$ cat config.mk
export PLATFORM = sky130hd
export DESIGN_NAME = ibex_xif_result_wb
export DESIGN_NICKNAME = d
export VERILOG_FILES = /design/src/rtl/ibex_xif_pkg.sv /design/src/rtl/ibex_xif_result_fifo.sv /design/src/rtl/ibex_xif_result_wb.sv
export SDC_FILE = /design/constraint.sdc
export NUM_CORES = 1
export LEC_CHECK = 0
export CAP_MARGIN = 20
export CORE_MARGIN = 5
export CORE_UTILIZATION = 49
export CTS_BUF_LIST = sky130_fd_sc_hd__clkbuf_4
export CTS_CLUSTER_DIAMETER = 120
export DETAILED_ROUTE_END_ITERATION = 7
export PLACE_DENSITY = 0.85
export SYNTH_ARGS = -nofsm -noshare
export SYNTH_HDL_FRONTEND = slang
export SYNTH_SLANG_ARGS = --single-unit
$ cat constraint.sdc
create_clock -name clk_i -period 3.3 [get_ports clk_i]
set_input_delay 0.495 -clock clk_i [delete_from_list [all_inputs] [get_ports clk_i]]
set_output_delay 0.495 -clock clk_i [all_outputs]
set_load 0.02 [all_outputs]
$ cat src/rtl/ibex_xif_pkg.sv
// Shared types and constants for the coprocessor result writeback path.
package ibex_xif_pkg;

    localparam int unsigned XifRegAddrW = 5;
    localparam int unsigned XifDataW    = 32;

    // One buffered coprocessor result: destination register and write data.
    typedef struct packed {
        logic [XifRegAddrW-1:0] rd;
        logic [XifDataW-1:0]    data;
    } xif_wb_entry_t;

endpackage

$ cat src/rtl/ibex_xif_result_fifo.sv
// Small in-order result buffer with wrapping pointers and an occupancy counter.
// A push is also taken when full if the head is popped in the same cycle.
module ibex_xif_result_fifo
    import ibex_xif_pkg::*;
#(
    parameter int unsigned Depth   = 2,
    parameter type         entry_t = xif_wb_entry_t
) (
    input  logic   clk_i,
    input  logic   rst_i,
    input  logic   push_i,
    input  entry_t wdata_i,
    input  logic   pop_i,
    output entry_t rdata_o,
    output logic   full_o,
    output logic   empty_o
);

    localparam int unsigned PtrW = (Depth > 1) ? $clog2(Depth) : 1;
    localparam int unsigned CntW = $clog2(Depth + 1);

    logic [PtrW-1:0] wptr_q, rptr_q;
    logic [CntW-1:0] cnt_q;
    entry_t          mem_q [Depth];
    logic            do_push, do_pop;

    // Status flags and qualified push/pop.
    always_comb begin
        full_o  = (cnt_q == CntW'(Depth));
        empty_o = (cnt_q == '0);
        do_pop  = pop_i && !empty_o;
        do_push = push_i && (!full_o || do_pop);
        rdata_o = mem_q[rptr_q];
    end

    // Pointer and occupancy state; pointers wrap modulo Depth.
    always_ff @(posedge clk_i or posedge rst_i) begin
        if (rst_i) begin
            wptr_q <= '0;
            rptr_q <= '0;
            cnt_q  <= '0;
        end else begin
            if (do_push) begin
                wptr_q <= (wptr_q == PtrW'(Depth - 1)) ? '0 : wptr_q + PtrW'(1);
            end
            if (do_pop) begin
                rptr_q <= (rptr_q == PtrW'(Depth - 1)) ? '0 : rptr_q + PtrW'(1);
            end
            if (do_push && !do_pop) begin
                cnt_q <= cnt_q + CntW'(1);
            end else if (do_pop && !do_push) begin
                cnt_q <= cnt_q - CntW'(1);
            end
        end
    end

    // Storage needs no reset; validity is tracked by the counter.
    always_ff @(posedge clk_i) begin
        if (do_push) begin
            mem_q[wptr_q] <= wdata_i;
        end
    end

endmodule

$ cat src/rtl/ibex_xif_result_wb.sv
// Merges coprocessor results into the register-file write port behind the
// core's own writeback, tracks pending destination registers and flags
// protocol errors.
module ibex_xif_result_wb
    import ibex_xif_pkg::*;
#(
    parameter bit          RV32E     = 1'b0,
    parameter int unsigned DataWidth = 32,
    parameter int unsigned FifoDepth = 2
) (
    input  logic                   clk_i,
    input  logic                   rst_i,
    input  logic                   core_we_i,
    input  logic [XifRegAddrW-1:0] core_waddr_i,
    input  logic [DataWidth-1:0]   core_wdata_i,
    input  logic                   result_valid_i,
    output logic                   result_ready_o,
    input  logic                   result_we_i,
    input  logic [XifRegAddrW-1:0] result_rd_i,
    input  logic [DataWidth-1:0]   result_data_i,
    input  logic                   issue_valid_i,
    input  logic [XifRegAddrW-1:0] issue_rd_i,
    output logic                   rf_we_o,
    output logic [XifRegAddrW-1:0] rf_waddr_o,
    output logic [DataWidth-1:0]   rf_wdata_o,
    output logic [31:0]            rd_busy_o,
    output logic                   err_o
);

    typedef struct packed {
        logic [XifRegAddrW-1:0] rd;
        logic [DataWidth-1:0]   data;
    } wb_entry_t;

    // x0 never pends; RV32E has no x16-x31.
    localparam logic [31:0] BusyMask = RV32E ? 32'h0000_FFFE : 32'hFFFF_FFFE;

    logic      fifo_full, fifo_empty;
    logic      accept, push, pop;
    wb_entry_t push_entry, head;
    logic [31:0] busy_q, busy_d;
    logic      err_q, err_d;

    ibex_xif_result_fifo #(
        .Depth   (FifoDepth),
        .entry_t (wb_entry_t)
    ) u_fifo (
        .clk_i   (clk_i),
        .rst_i   (rst_i),
        .push_i  (push),
        .wdata_i (push_entry),
        .pop_i   (pop),
        .rdata_o (head),
        .full_o  (fifo_full),
        .empty_o (fifo_empty)
    );

    // Handshake, push/pop decisions and register-file arbitration (core first).
    always_comb begin
        result_ready_o  = !fifo_full && !rst_i;
        accept          = result_valid_i && result_ready_o;
        push            = accept && result_we_i && (result_rd_i != '0);
        push_entry.rd   = result_rd_i;
        push_entry.data = result_data_i;
        pop             = !rst_i && !core_we_i && !fifo_empty;
        rf_we_o         = 1'b0;
        rf_waddr_o      = '0;
        rf_wdata_o      = '0;
        if (!rst_i && core_we_i) begin
            rf_we_o    = 1'b1;
            rf_waddr_o = core_waddr_i;
            rf_wdata_o = core_wdata_i;
        end else if (pop) begin
            rf_we_o    = 1'b1;
            rf_waddr_o = head.rd;
            rf_wdata_o = head.data;
        end
    end

    // Busy scoreboard update (set beats clear) and error detection.
    always_comb begin
        busy_d = busy_q;
        if (pop) begin
            busy_d[head.rd] = 1'b0;
        end
        if (issue_valid_i && (issue_rd_i != '0)) begin
            busy_d[issue_rd_i] = 1'b1;
        end
        busy_d = busy_d & BusyMask;

        err_d = 1'b0;
        if (push && !busy_q[result_rd_i]) begin
            err_d = 1'b1;
        end
        // Re-issuing an rd whose result retires in this same cycle is legal.
        if (issue_valid_i && busy_q[issue_rd_i] && !(pop && (head.rd == issue_rd_i))) begin
            err_d = 1'b1;
        end
        if (RV32E && ((issue_valid_i && issue_rd_i[4]) || (accept && result_rd_i[4]))) begin
            err_d = 1'b1;
        end
    end

    // Scoreboard and error pulse registers.
    always_ff @(posedge clk_i or posedge rst_i) begin
        if (rst_i) begin
            busy_q <= '0;
            err_q  <= 1'b0;
        end else begin
            busy_q <= busy_d;
            err_q  <= err_d;
        end
    end

    assign rd_busy_o = busy_q;
    assign err_o     = err_q;

endmodule

# ---- Yosys cells after proc, flatten, opt, wreduce, memory -nomap -nowiden
# Memories as Yosys holds them, arrays and structs flattened.
# Cells that the tools add are included.
# W data, S select, Z words.
dict set report word_totals {
  memories 1
  out_inout_bits 72
  inputBits 85
  ram_bits 74
  reg_bits 36
}
dict set report classes {
  bitwise_logic 3
  mux 24
  reduce_logical 31
  n_lt_le_gt_ge 5
  eq_ne 2
  addsub 4
}
# memory words width read_ports rd_ports_with_merged_regs write_ports line
set memory_table {}
lappend memory_table {u_fifo.mem_q 2 37 1 0 1 ibex_xif_result_fifo.sv:24} ;# entry_t mem_q [Depth];
# op n
set op_table {}
lappend op_table {{$mux W32} 4}
lappend op_table {{$and A32 B32 Y32} 1}
lappend op_table {{$not A32 Y32} 1}
lappend op_table {{$or A32 B32 Y32} 1}
lappend op_table {{$logic_and A1 B1 Y1} 18}
lappend op_table {{$lt A5 B6 Y1 const B} 3}
lappend op_table {{$mux W1} 12}
lappend op_table {{$bmux W1 S5} 2}
lappend op_table {{$demux W1 S5} 2}
lappend op_table {{$ge A5 B1 Y1 const B} 2}
lappend op_table {{$mux W5} 2}
lappend op_table {{$reduce_bool A5 Y1} 2}
lappend op_table {{$logic_not A1 Y1} 8}
lappend op_table {{$eq A5 B5 Y1} 1}
lappend op_table {{$mux W2} 2}
lappend op_table {{$add A1 B1 Y1 const B} 2}
lappend op_table {{$add A2 B1 Y2 const B} 1}
lappend op_table {{$eq A2 B2 Y1 const B} 1}
lappend op_table {{$logic_not A2 Y1} 1}
lappend op_table {{$reduce_bool A2 Y1} 1}
lappend op_table {{$sub A2 B1 Y2 const B} 1}
lappend op_table {{$logic_or A1 B1 Y1} 1}

# ---- Logic depth before layout (Yosys ltp)
# Gate-level depths: netlist (run 1).
dict set report logic_depth {
  ltp_word 11
  ltp_mapped 9
  ltp_nobuf 7
}

# ---- Hierarchy
# From an unflattened synthesis (run 1), not the netlist that was laid out.
dict set report hier_totals {
  hier_cells 386
  area_unflattened_um2 5347.6
}
# module cells_per_inst seq_area_each_um2 instances area_each_um2
set by_module_without_submodules {}
lappend by_module_without_submodules {ibex_xif_result_fifo 135 2322.2 1 2965.3}
lappend by_module_without_submodules {ibex_xif_result_wb 251 800.8 1 2382.3}

# ---- Worst setup path before layout (run 1)
# No wires, ideal clock.
dict set report synth_path {
  path_kind {in2reg}
  startpoint {in rst_i}
  endpoint {mem u_fifo.mem_q[0][0] in the netlist's numbering (enable)}
  n_path_buf 1
  setup_slack_ns -0.122
  arrival_time_ns 2.986
  setup_time_ns 0.436
  stages 4
  required_time_ns 2.864
  path_cell_list {a21oi_1 and4_1 clkbuf_1 nor2b_1}
}
dict set report synth_between {
  elab_chain_cells 8
  elab_cells_between_ends 12
  cone_classes {2 x mux; 10 x reduce/logical}
}
# item line
set synth_lines {}
lappend synth_lines {{start, declared} ibex_xif_result_wb.sv:12} ;# input logic rst_i,
lappend synth_lines {{$logic_not A1 Y1 (no source line) (*)} --}
lappend synth_lines {{$logic_and A1 B1 Y1 (on tied branches)} {ibex_xif_result_wb.sv:60, ibex_xif_result_wb.sv:65}}
lappend synth_lines {{$logic_and A1 B1 Y1 (on tied branches)} {ibex_xif_result_wb.sv:61, ibex_xif_result_wb.sv:65}}
lappend synth_lines {{$logic_and A1 B1 Y1 (on tied branches)} {ibex_xif_result_wb.sv:62, ibex_xif_result_fifo.sv:31}}
lappend synth_lines {{$logic_and A1 B1 Y1 / $logic_or A1 B1 Y1 (equally long branches)} {ibex_xif_result_wb.sv:62, ibex_xif_result_fifo.sv:32}}
lappend synth_lines {{$logic_and A1 B1 Y1 (*)} ibex_xif_result_fifo.sv:32} ;# do_push = push_i && (!full_o || do_pop);
lappend synth_lines {{$mux W1 (*)} ibex_xif_result_fifo.sv:59} ;# if (do_push) begin
lappend synth_lines {{$mux W1 (implied by the code) (*)} ibex_xif_result_fifo.sv:60} ;# mem_q[wptr_q] <= wdata_i;
lappend synth_lines {{end, declared} ibex_xif_result_fifo.sv:24}
# Mark *: on every way between the ends. The rest lies on a longest branch, timed or not.

# ---- Worst setup path after layout (run 1)
dict set report layout_path {
  startpoint {in rst_i}
  endpoint {out rf_wdata_o[28]}
}
dict set report layout_between {
  elab_chain_cells 5
  elab_cells_between_ends 6
  cone_classes {2 x mux; 4 x reduce/logical}
}
# item line
set layout_lines {}
lappend layout_lines {{$logic_not A1 Y1 (no source line) (*)} --}
lappend layout_lines {{$logic_and A1 B1 Y1 (2 in a row)} ibex_xif_result_wb.sv:65} ;# pop = !rst_i && !core_we_i && !fifo_empty;
lappend layout_lines {{$mux W32} ibex_xif_result_wb.sv:73} ;# end else if (pop) begin
lappend layout_lines {{$mux W32 (*)} ibex_xif_result_wb.sv:69} ;# if (!rst_i && core_we_i) begin
lappend layout_lines {{end, declared} ibex_xif_result_wb.sv:25} ;# output logic [DataWidth-1:0] rf_wdata_o,
# Marks and branches as above.

==> results.toml, run 1 <==
[clock_network]
clkTransAtPathRegs_ns = 0.16
clock_latency_ns = 0.45
cts_tree = "yes"
cts_buffers = 9
htreeDepth = 3
cts_hold_buf = 0
cts_root_buffer = "clkbuf_4"
cts_buffer_depth = 2
cts_setup_buffers = 0
cts.sinks = 110
cts_resized = 0

[logic_synthesis]
synth_fp_nets = 520
synth-main-ff-cell = "edfxtp_1"
seq_area_frac_synth = 0.598
async_reset_ff_frac = 0.327
syn_inst = 434
synth_area_per_cell_um2 = 12.0
synth.distinct_cells = 45
synth_edf_count = 74
yosysWarnings = 0
syn-cell-area_mm2 = 0.00522
ys_ff_latch = 110

[placed_design]
dp_hpwl_um = 11400
port-buffer-count = 155
gp_congestion = 0.921

[grt]
grt_max_degree = 45
first_global_vias = 4233
grt_pass1_wl_um = 23000
antenna_found_initial = 1
grt_usage = 0.232
overflow = 0

[drt]
antenna_left = 0
first_pass_iters = 4
wirelength_um = 15100
wl_per_cell_um = 20.7
drc = 0
via_per_inst = 5.71
vias = 4174
drt_iter0_markers = 415

[sta]
tightestPinTransition_ns = 0.667
holdWs_ns = 0.506
setup_viol = 0
rsz0062_at_grt = "false"
min_period_ns = 3.05
slew_viol_final = 0
slew_headroom = 0.542
setup_tns_ns = 0
clock.fmax_ghz = 0.328
final_hold_viol_count = 0
fin_skew_ns = 0.0257
post-route-period-util = 0.924

[pwr]
p_clk_frac = 0.150
p_comb_frac = 0.423
p_sw_mw = 1.71
p_leak_nw = 2.58
internal-power_mw = 2.91
p_sw_frac = 0.370
p_per_area_mw_per_mm2 = 647
ir_drop_uv = 439
seqPwrFrac = 0.427

[floorplanning]
row_count = 37
die_y_um = 113
die_area_mm2 = 0.0128
initial_utilization = 0.503
die_x_um = 113
core_area_mm2 = 0.0104
io_pins = 157

[final_layout]
layout-drive-gt1-share = 0.0791
fillers = 739
syn_to_final_growth_pct = 36.8
nets = 675

[job]
maxCapViolCount = 0

[worst_setup_path]
cp.arrival_ns = 2.56
rr_worst_depth = 6
r2r-start = "u_fifo.rptr_q"
r2r_slack_ns = 1.10
timing.critical_path.mode_cell = "clkdlybuf4s50_1"
required_ns = 2.80
startpoint_type = "input pin"
endpoint_kind = "output pin"
crit_buf_inv = 4
cp-startpoint = "rst_i"
cp-endpoint = "rf_wdata_o[28]"
cpPeakStageDelay_ns = 0.65
worst_path_dominant_cell_family = "buffers and inverters"
path_cells = "clkdlybuf4s50_1, nor2_1, o21a_1, inv_1, buf_12, o21ai_1, clkdlybuf4s50_1"
rr_endpoint = "err_o"
crit_slowest_cell = "clkdlybuf4s50_1"
timing_worst_setup_path_type = "input pin to output pin"
cp_max_fo = 30
cp_num_cells = 7

[hold_path]
worstHoldPathType = "flop to flop"

[status]
status = "complete, no violations"
power groups by stage:
stage               clock (mW)  combinational [mW]  sequential (mW)
finish                   0.694                1.96             1.97
detailed placement           0                1.95             1.99
global route             0.758                2.08             2.00
global placement             0                1.91             1.98
CTS                      0.703                1.96             1.96
floorplan                    0               0.938             2.10
per-layer routing:
| layer | global-route usage | up-vias | part of all wire |
|---|---|---|---|
| met5 | 0 | - | 0 |
| met4 | 0.0737 | 0 | 0.021 |
| met3 | 0.0551 | 25 | 0.089 |
| met2 | 0.397 | 216 | 0.52 |
| met1 | 0.291 | 2007 | 0.37 |
| li1 | - | 1926 | - |
Yosys cell counts (all sizes together) (2+ instances only):
cell type	count	area (µm²)
nand4	2	12.5
nand2b	5	31.3
or2	3	18.8
and2	2	12.5
xor2	6	52.6
nor2b	9	56.3
o311a	2	20.0
a21oi	4	20.0
o21ai	102	510
nand3	7	35.0
inv	7	26.3
buf	11	63.8
mux2	3	33.8
mux4	10	225
mux2i	47	474
a32o	2	20.0
nand2	55	206
dfrtp	36	901
xnor2	4	35.0
nor2	7	26.3
nand3b	2	15.0
nor3b	2	15.0
clkbuf	14	52.6
edfxtp	74	2220
nor3	3	15.0
state kept, by name, summed over array words and instances (netlist names):
register and cells:
rd_busy_o 31, u_fifo.cnt_q 2, u_fifo.mem_q 74, err_o 1, u_fifo.rptr_q 1, u_fifo.wptr_q 1
logic make-up after synthesis:
logic type	after synthesis	synth area share
buffers and inverters	32	0.0273
muxes	60	0.140
other	1	0.000718
DFF	110	0.598
and+or+nand+nor	99	0.0884
adders and majority gates	1	0.00240
xor gates and xnor gates	10	0.0168
AOI/OAI and AO/OA	121	0.126
cells in the final DEF, fill, tap and decap left out, types with 2 or more instances in the layout:
cell type        synthesis  layout
a21oi_1                  4       4
nor2_1                   7       7
edfxtp_1                74      74
a32o_1                   2       2
clkdlybuf4s50_1          0     155
dfrtp_1                 36      35
nand4_1                  2       2
nand2_1                 55      55
clkbuf_4                 0       9
inv_1                    7       7
buf_12                   0       4
o21ai_1                 81      81
mux4_2                  10      10
nand3b_1                 2       2
xor2_1                   6       6
nor3b_1                  2       2
nor2b_1                  9       7
inv_6                    0       2
xnor2_1                  4       4
or2_1                    3       3
nand3_1                  7       7
mux2i_1                 46      46
buf_4                    1      10
o21ai_0                 21      21
nor3_1                   3       3
o311a_1                  2       2
mux2_2                   2       2
nand2b_1                 5       5
worst min-delay path by stage:
| stage | start | to | slack (ns) | cells after the start |
|---|---|---|---|---|
| global route | u_fifo.cnt_q[1] | u_fifo.cnt_q[1] | 0.53 | 1 |
| floorplan | u_fifo.cnt_q[1] | u_fifo.cnt_q[1] | 0.46 | 1 |
| finish | u_fifo.cnt_q[1] | u_fifo.cnt_q[1] | 0.51 | 1 |
| global placement | u_fifo.cnt_q[1] | u_fifo.cnt_q[1] | 0.49 | 1 |
| CTS | u_fifo.cnt_q[1] | u_fifo.cnt_q[1] | 0.51 | 1 |
| detailed placement | u_fifo.cnt_q[1] | u_fifo.cnt_q[1] | 0.48 | 1 |
final cells by class:
type                       count  area [µm²]  share of cell area
multi-input combinational    292        1970               0.275
clock inverter                 7        80.1              0.0112
clock buffer                   9        67.6             0.00946
sequential                   110        3120               0.437
inverter                       7        26.3             0.00368
tap                          136         170              0.0238
timing repair buffer         169        1710               0.239
antenna                        1        2.50            0.000350
through the flow:
step	std cells	power, mW	utilization	worst slack [ns]	area [µm²]
final	731	4.62	0.689	0.249	7140
after global routing	731	4.84	0.689	0.132	7140
after CTS	730	4.63	0.689	0.274	7140
after detailed placement	714	3.95	0.674	0.285	6990
after global placement	714	3.90	0.674	0.364	6990
after floorplan	434	3.03	-	0.570	5220
No activity file was read; power rests on OpenSTA's default activity.
==> run 2: changes to the inputs <==
--- a/config.mk
+++ b/config.mk
@@ -7,11 +7,11 @@
 export LEC_CHECK = 0
 export CAP_MARGIN = 20
 export CORE_MARGIN = 5
-export CORE_UTILIZATION = 49
+export CORE_UTILIZATION = 44
 export CTS_BUF_LIST = sky130_fd_sc_hd__clkbuf_4
 export CTS_CLUSTER_DIAMETER = 120
 export DETAILED_ROUTE_END_ITERATION = 7
-export PLACE_DENSITY = 0.85
+export PLACE_DENSITY = 0.81
 export SYNTH_ARGS = -nofsm -noshare
 export SYNTH_HDL_FRONTEND = slang
 export SYNTH_SLANG_ARGS = --single-unit
==> constraint.sdc (replaced) <==
create_clock -name clk_i -period 2.75 [get_ports clk_i]
set_input_delay 0.4125 -clock clk_i [delete_from_list [all_inputs] [get_ports clk_i]]
set_output_delay 0.4125 -clock clk_i [all_outputs]
set_load 0.02 [all_outputs]
==> run 2 against run 1 <==
Net effect: global-route usage decreased by 2.8 points; via count is 3.3% higher; sequential power up 20%; highest routed layer unchanged; cell area grew 1.9%; clock skew decreased by 0.0035 ns; sequential share of layout area decreased by 0.78 points; non-clock buffer count is 14 higher; routed wire length down 1.2%; cell count grew 2.7%; largest power group is now combinational logic; critical path type is now flop to output pin; combinational power grew 24%; core utilization down 5.7 points; clock power grew 11%.
==> results.toml, run 2 (same netlist as run 1, synthesis figures left out) <==
[status]
status = "complete, no violations"

[drt]
drt_iter0_markers = 442
wirelength_um = 15000
via_per_inst = 5.74
antenna_left = 0
first_pass_iters = 5
wl_per_cell_um = 19.9
drc = 0
vias = 4312

[sta]
min_period_ns = 2.66
fin_skew_ns = 0.0222
setup_tns_ns = 0
final_hold_viol_count = 0
post-route-period-util = 0.968
rsz0062_at_grt = "false"
slew_headroom = 0.519
clock.fmax_ghz = 0.376
tightestPinTransition_ns = 0.717
setup_viol = 0
slew_viol_final = 0

[placed_design]
port-buffer-count = 155
gp_congestion = 0.904
dp_hpwl_um = 11300
placed_area_mm2 = 0.00710

[worst_setup_path]
startpoint_type = "flop"
cp.arrival_ns = 2.25
endpoint_kind = "output pin"
timing_worst_setup_path_type = "flop to output pin"
required_ns = 2.34
r2r-start = "u_fifo.rptr_q"
cp_max_fo = 32
r2r_slack_ns = 0.77
rr_worst_depth = 6
rr_endpoint = "rd_busy_o[20]"

[pwr]
p_leak_nw = 2.73
p_clk_frac = 0.138
seqPwrFrac = 0.424
total_power_mw = 5.58
p_per_area_mw_per_mm2 = 766
ir_drop_uv = 358
p_sw_mw = 2.08
p_comb_frac = 0.438
internal-power_mw = 3.50
p_sw_frac = 0.372

[grt]
antenna_found_initial = 0
grt_usage = 0.204
grt_pass1_wl_um = 22800
first_global_vias = 4374
overflow = 0
grt_max_degree = 37

[floorplanning]
die_area_mm2 = 0.0141
row_count = 39
die_x_um = 119
core_area_mm2 = 0.0115
die_y_um = 119
initial_utilization = 0.453
io_pins = 157

[final_layout]
largest_reg_flops = 74
final_cell_mix = "clkdlybuf4s50_1, o21ai_1, edfxtp_1"
layout_commonest_cell = "clkdlybuf4s50_1"
nets = 689
seqCellArea_mm2 = 0.00313
syn_to_final_growth_pct = 39.4
multi_input_area_mm2 = 0.00197
fillers = 884
antenna-diode-count = 0
layout-drive-gt1-share = 0.100
final_area_mm2 = 0.00728
largest_register = "u_fifo.mem_q"

[clock_network]
cts_hold_buf = 0
cts_root_buffer = "clkbuf_4"
cts_buffer_depth = 2
htreeDepth = 3
clock_latency_ns = 0.46
cts_tree = "yes"
cts_buffers = 9
clkTransAtPathRegs_ns = 0.17
cts.sinks = 110

[hold_path]
worstHoldPathType = "input pin to async pin"

[job]
maxCapViolCount = 0
[run 2: cell type report]
type / count / area share
sequential: 110 / 0.430
multi-input combinational: 292 / 0.270
timing repair buffer: 183 / 0.255
tap: 143 / 0.0246
clock buffer: 10 / 0.0103
clock inverter: 6 / 0.00705
inverter: 7 / 0.00361
[run 2: power by group through the flow]
stage / registers [mW] / logic (mW) / clock network [mW]
after floorplan: 2.52 / 1.13 / 0
final: 2.36 / 2.44 / 0.772
after global placement: 2.38 / 2.30 / 0
after detailed placement: 2.40 / 2.36 / 0
after CTS: 2.37 / 2.37 / 0.784
after global routing: 2.40 / 2.59 / 0.857
[run 2: worst max path at each step]
stage | from | end | depth (start not counted) | slack [ns]
finish | u_fifo.rptr_q | rf_wdata_o[21] | 4 | 0.09
global route | rst_i | rf_wdata_o[23] | 7 | 0.004
CTS | u_fifo.rptr_q | rf_wdata_o[21] | 4 | 0.02
detailed placement | rst_i | rf_wdata_o[13] | 7 | 0.08
global placement | rst_i | rf_waddr_o[0] | 6 | 0.14
floorplan | u_fifo.cnt_q[0] | u_fifo.mem_q[0][0] | 5 | 0.08
[run 2: metal layers]
metal | share of wire | track usage | wire length [µm]
met1 | 0.39 | 0.251 | 5780
met4 | 0.019 | 0.0601 | 286
met2 | 0.50 | 0.344 | 7410
met3 | 0.099 | 0.0678 | 1480
met5 | 0 | 0 | 0
[run 2: repair_timing]
item	4_1_cts	5_1_grt
hold endpoints to repair	0	0
endpoints found under the setup margin	4	27
gates resized for setup	1	6
setup buffers	0	5
[run 2: worst max-delay path, cell delays in order, from the launching register on]
cell and delay, ns:
dfrtp_4 0.59, buf_16 0.22, mux2i_1 0.18, o21ai_1 0.15
clkdlybuf4s50_1 0.64
[run 2: metrics by stage]
stage	util	worst slack (ns)	hold WS (ns)	std cells
global route	0.632	0.00381	0.457	751
detailed placement	0.616	0.0762	0.491	730
finish	0.632	0.0884	0.446	751
global placement	0.616	0.143	0.481	730
CTS	0.627	0.0188	0.450	746
floorplan	-	0.0786	0.465	434
==> run 3: changes to the inputs <==
--- a/config.mk
+++ b/config.mk
@@ -7,11 +7,11 @@
 export LEC_CHECK = 0
 export CAP_MARGIN = 20
 export CORE_MARGIN = 5
-export CORE_UTILIZATION = 44
-export CTS_BUF_LIST = sky130_fd_sc_hd__clkbuf_4
+export CORE_UTILIZATION = 43
+export CTS_BUF_LIST = sky130_fd_sc_hd__clkbuf_4 sky130_fd_sc_hd__clkbuf_8 sky130_fd_sc_hd__clkbuf_16
 export CTS_CLUSTER_DIAMETER = 120
 export DETAILED_ROUTE_END_ITERATION = 7
-export PLACE_DENSITY = 0.81
+export PLACE_DENSITY = 0.79
 export SYNTH_ARGS = -nofsm -noshare
 export SYNTH_HDL_FRONTEND = slang
 export SYNTH_SLANG_ARGS = --single-unit
==> run 3 against run 2 <==
Net effect: register-to-register slack improved by 0.02 ns; die area increased by 2.1%; cell count increased by 0.13%; critical path depth increased by 3; maximum frequency increased by 1.2%; combinational power decreased by 4%; first-iteration DRC count decreased by 4.1%; clock power increased by 74%.
==> results.toml, run 3 (same netlist as run 1, synthesis figures left out) <==
[status]
status = "complete, no violations"

[sta]
min_period_ns = 2.63
tightestPinTransition_ns = 0.682
fin_ws_ns = 0.120
post-route-period-util = 0.956
setup_viol = 0
fin_skew_ns = 0.00594
clock.fmax_ghz = 0.380
rsz0062_at_grt = "false"
setup_tns_ns = 0
slew_headroom = 0.545
final_hold_viol_count = 0
slew_viol_final = 0

[pwr]
p_leak_nw = 3.08
p_per_area_mw_per_mm2 = 811
total_power_mw = 6.06
ir_drop_uv = 437

[placed_design]
dp_hpwl_um = 11200
pre_cts_slack_ns = 0.0886
placed_area_mm2 = 0.00710
gp_congestion = 0.900
port-buffer-count = 155

[clock_network]
cts_tree = "yes"
cts_resized = 0
htreeDepth = 3
cts_root_buffer = "clkbuf_16"
cts_buffers = 9
clock_latency_ns = 0.35
cts_hold_buf = 0
cts.sinks = 110
cts_buffer_depth = 2
clkTransAtPathRegs_ns = 0.07
cts_setup_buffers = 0

[worst_setup_path]
timing_worst_setup_path_type = "input pin to output pin"
cp.arrival_ns = 2.22
timing.critical_path.mode_cell = "clkdlybuf4s50_1"
endpoint_kind = "output pin"
rr_endpoint = "u_fifo.mem_q[1][16]"
crit_slowest_cell = "clkdlybuf4s50_1"
rr_worst_depth = 5
r2r-start = "u_fifo.cnt_q[0]"
required_ns = 2.34
startpoint_type = "input pin"
path_cells = "clkdlybuf4s50_1, nor2_1, o21a_1, inv_1, buf_4, o21ai_1, clkdlybuf4s50_1"
cp_max_fo = 22
r2r_slack_ns = 0.79
cpPeakStageDelay_ns = 0.61

[floorplanning]
core_area_mm2 = 0.0120
io_pins = 157
die_y_um = 120
die_area_mm2 = 0.0144
die_x_um = 120
row_count = 40
initial_utilization = 0.437

[drt]
antenna_left = 0
vias = 4195
via_per_inst = 5.58
drt_iter0_markers = 424
wirelength_um = 14800
drc = 0
wl_per_cell_um = 19.7
first_pass_iters = 5

[grt]
grt_max_degree = 39
antenna_found_initial = 1
overflow = 0
first_global_vias = 4417
grt_usage = 0.207
grt_pass1_wl_um = 23100

[final_layout]
seqCellArea_mm2 = 0.00312
syn_to_final_growth_pct = 43.1
largest_reg_flops = 74
nets = 686
largest_register = "u_fifo.mem_q"
multi_input_area_mm2 = 0.00197
final_cell_mix = "clkdlybuf4s50_1, o21ai_1, edfxtp_1"
antenna-diode-count = 0
layout_commonest_cell = "clkdlybuf4s50_1"
fillers = 927
final_area_mm2 = 0.00747
layout-drive-gt1-share = 0.0959

[job]
maxCapViolCount = 0

[hold_path]
min_to = "u_fifo.cnt_q[1]"
hp-start = "u_fifo.cnt_q[1]"
hold_depth = 1
worstHoldPathType = "flop to flop"
run 3: cell count changes in the layout (fill, tap and decap cells not counted), moves of 3 or more:
cell	delta
clkbuf_16	+9
clkbuf_4	-10
clkdlybuf4s50_1	-20
dlymetal6s2s_1	+20
inv_6	-3
run 3: stage by stage:
| stage | hold slack [ns] | instances | utilization |
|---|---|---|---|
| floorplan | 0.465 | 434 | - |
| global placement | 0.486 | 736 | 0.594 |
| detailed placement | 0.505 | 736 | 0.594 |
| CTS | 0.516 | 752 | 0.620 |
| global route | 0.553 | 752 | 0.625 |
| finish | 0.521 | 752 | 0.625 |
run 3: layer usage:
layer,GRT usage,wire [µm]
met4,0.0852,338
met3,0.0594,1370
met5,0,13
met2,0.348,7510
met1,0.250,5600
run 3: worst max-delay path: cells and delay by family:
| kind | cells | cell delay (ns) |
|---|---|---|
| AND/OR/NAND/NOR | 1 | 0.14 |
| buffers and inverters | 4 | 1.37 |
| AO/OA/AOI/OAI | 2 | 0.29 |
run 3: area by class of cell:
type	count	area share
Inverter	7	0.00352
Timing Repair Buffer	180	0.249
Clock buffer	9	0.0301
Clock inverter	7	0.0110
Sequential cell	110	0.418
Multi-Input combinational cell	292	0.263
Tap cell	147	0.0246
run 3: worst max-delay path by stage:
| stage | slack (ns) | end | depth (start not counted) | startpoint |
|---|---|---|---|---|
| floorplan | 0.08 | u_fifo.mem_q[0][0] | 5 | u_fifo.cnt_q[0] |
| global placement | 0.17 | rf_wdata_o[8] | 7 | rst_i |
| detailed placement | 0.09 | rf_wdata_o[17] | 7 | rst_i |
| CTS | 0.03 | rf_wdata_o[17] | 7 | rst_i |
| global route | 0.0005 | rf_wdata_o[28] | 7 | rst_i |
| finish | 0.12 | rf_wdata_o[29] | 7 | rst_i |
run 3: power breakdown:
group	total, mW	switching, mW	internal, mW	leakage (nW)
registers	2.38	0.311	2.07	1.09
clock network	1.34	0.618	0.721	0.149
logic	2.34	1.19	1.15	1.84
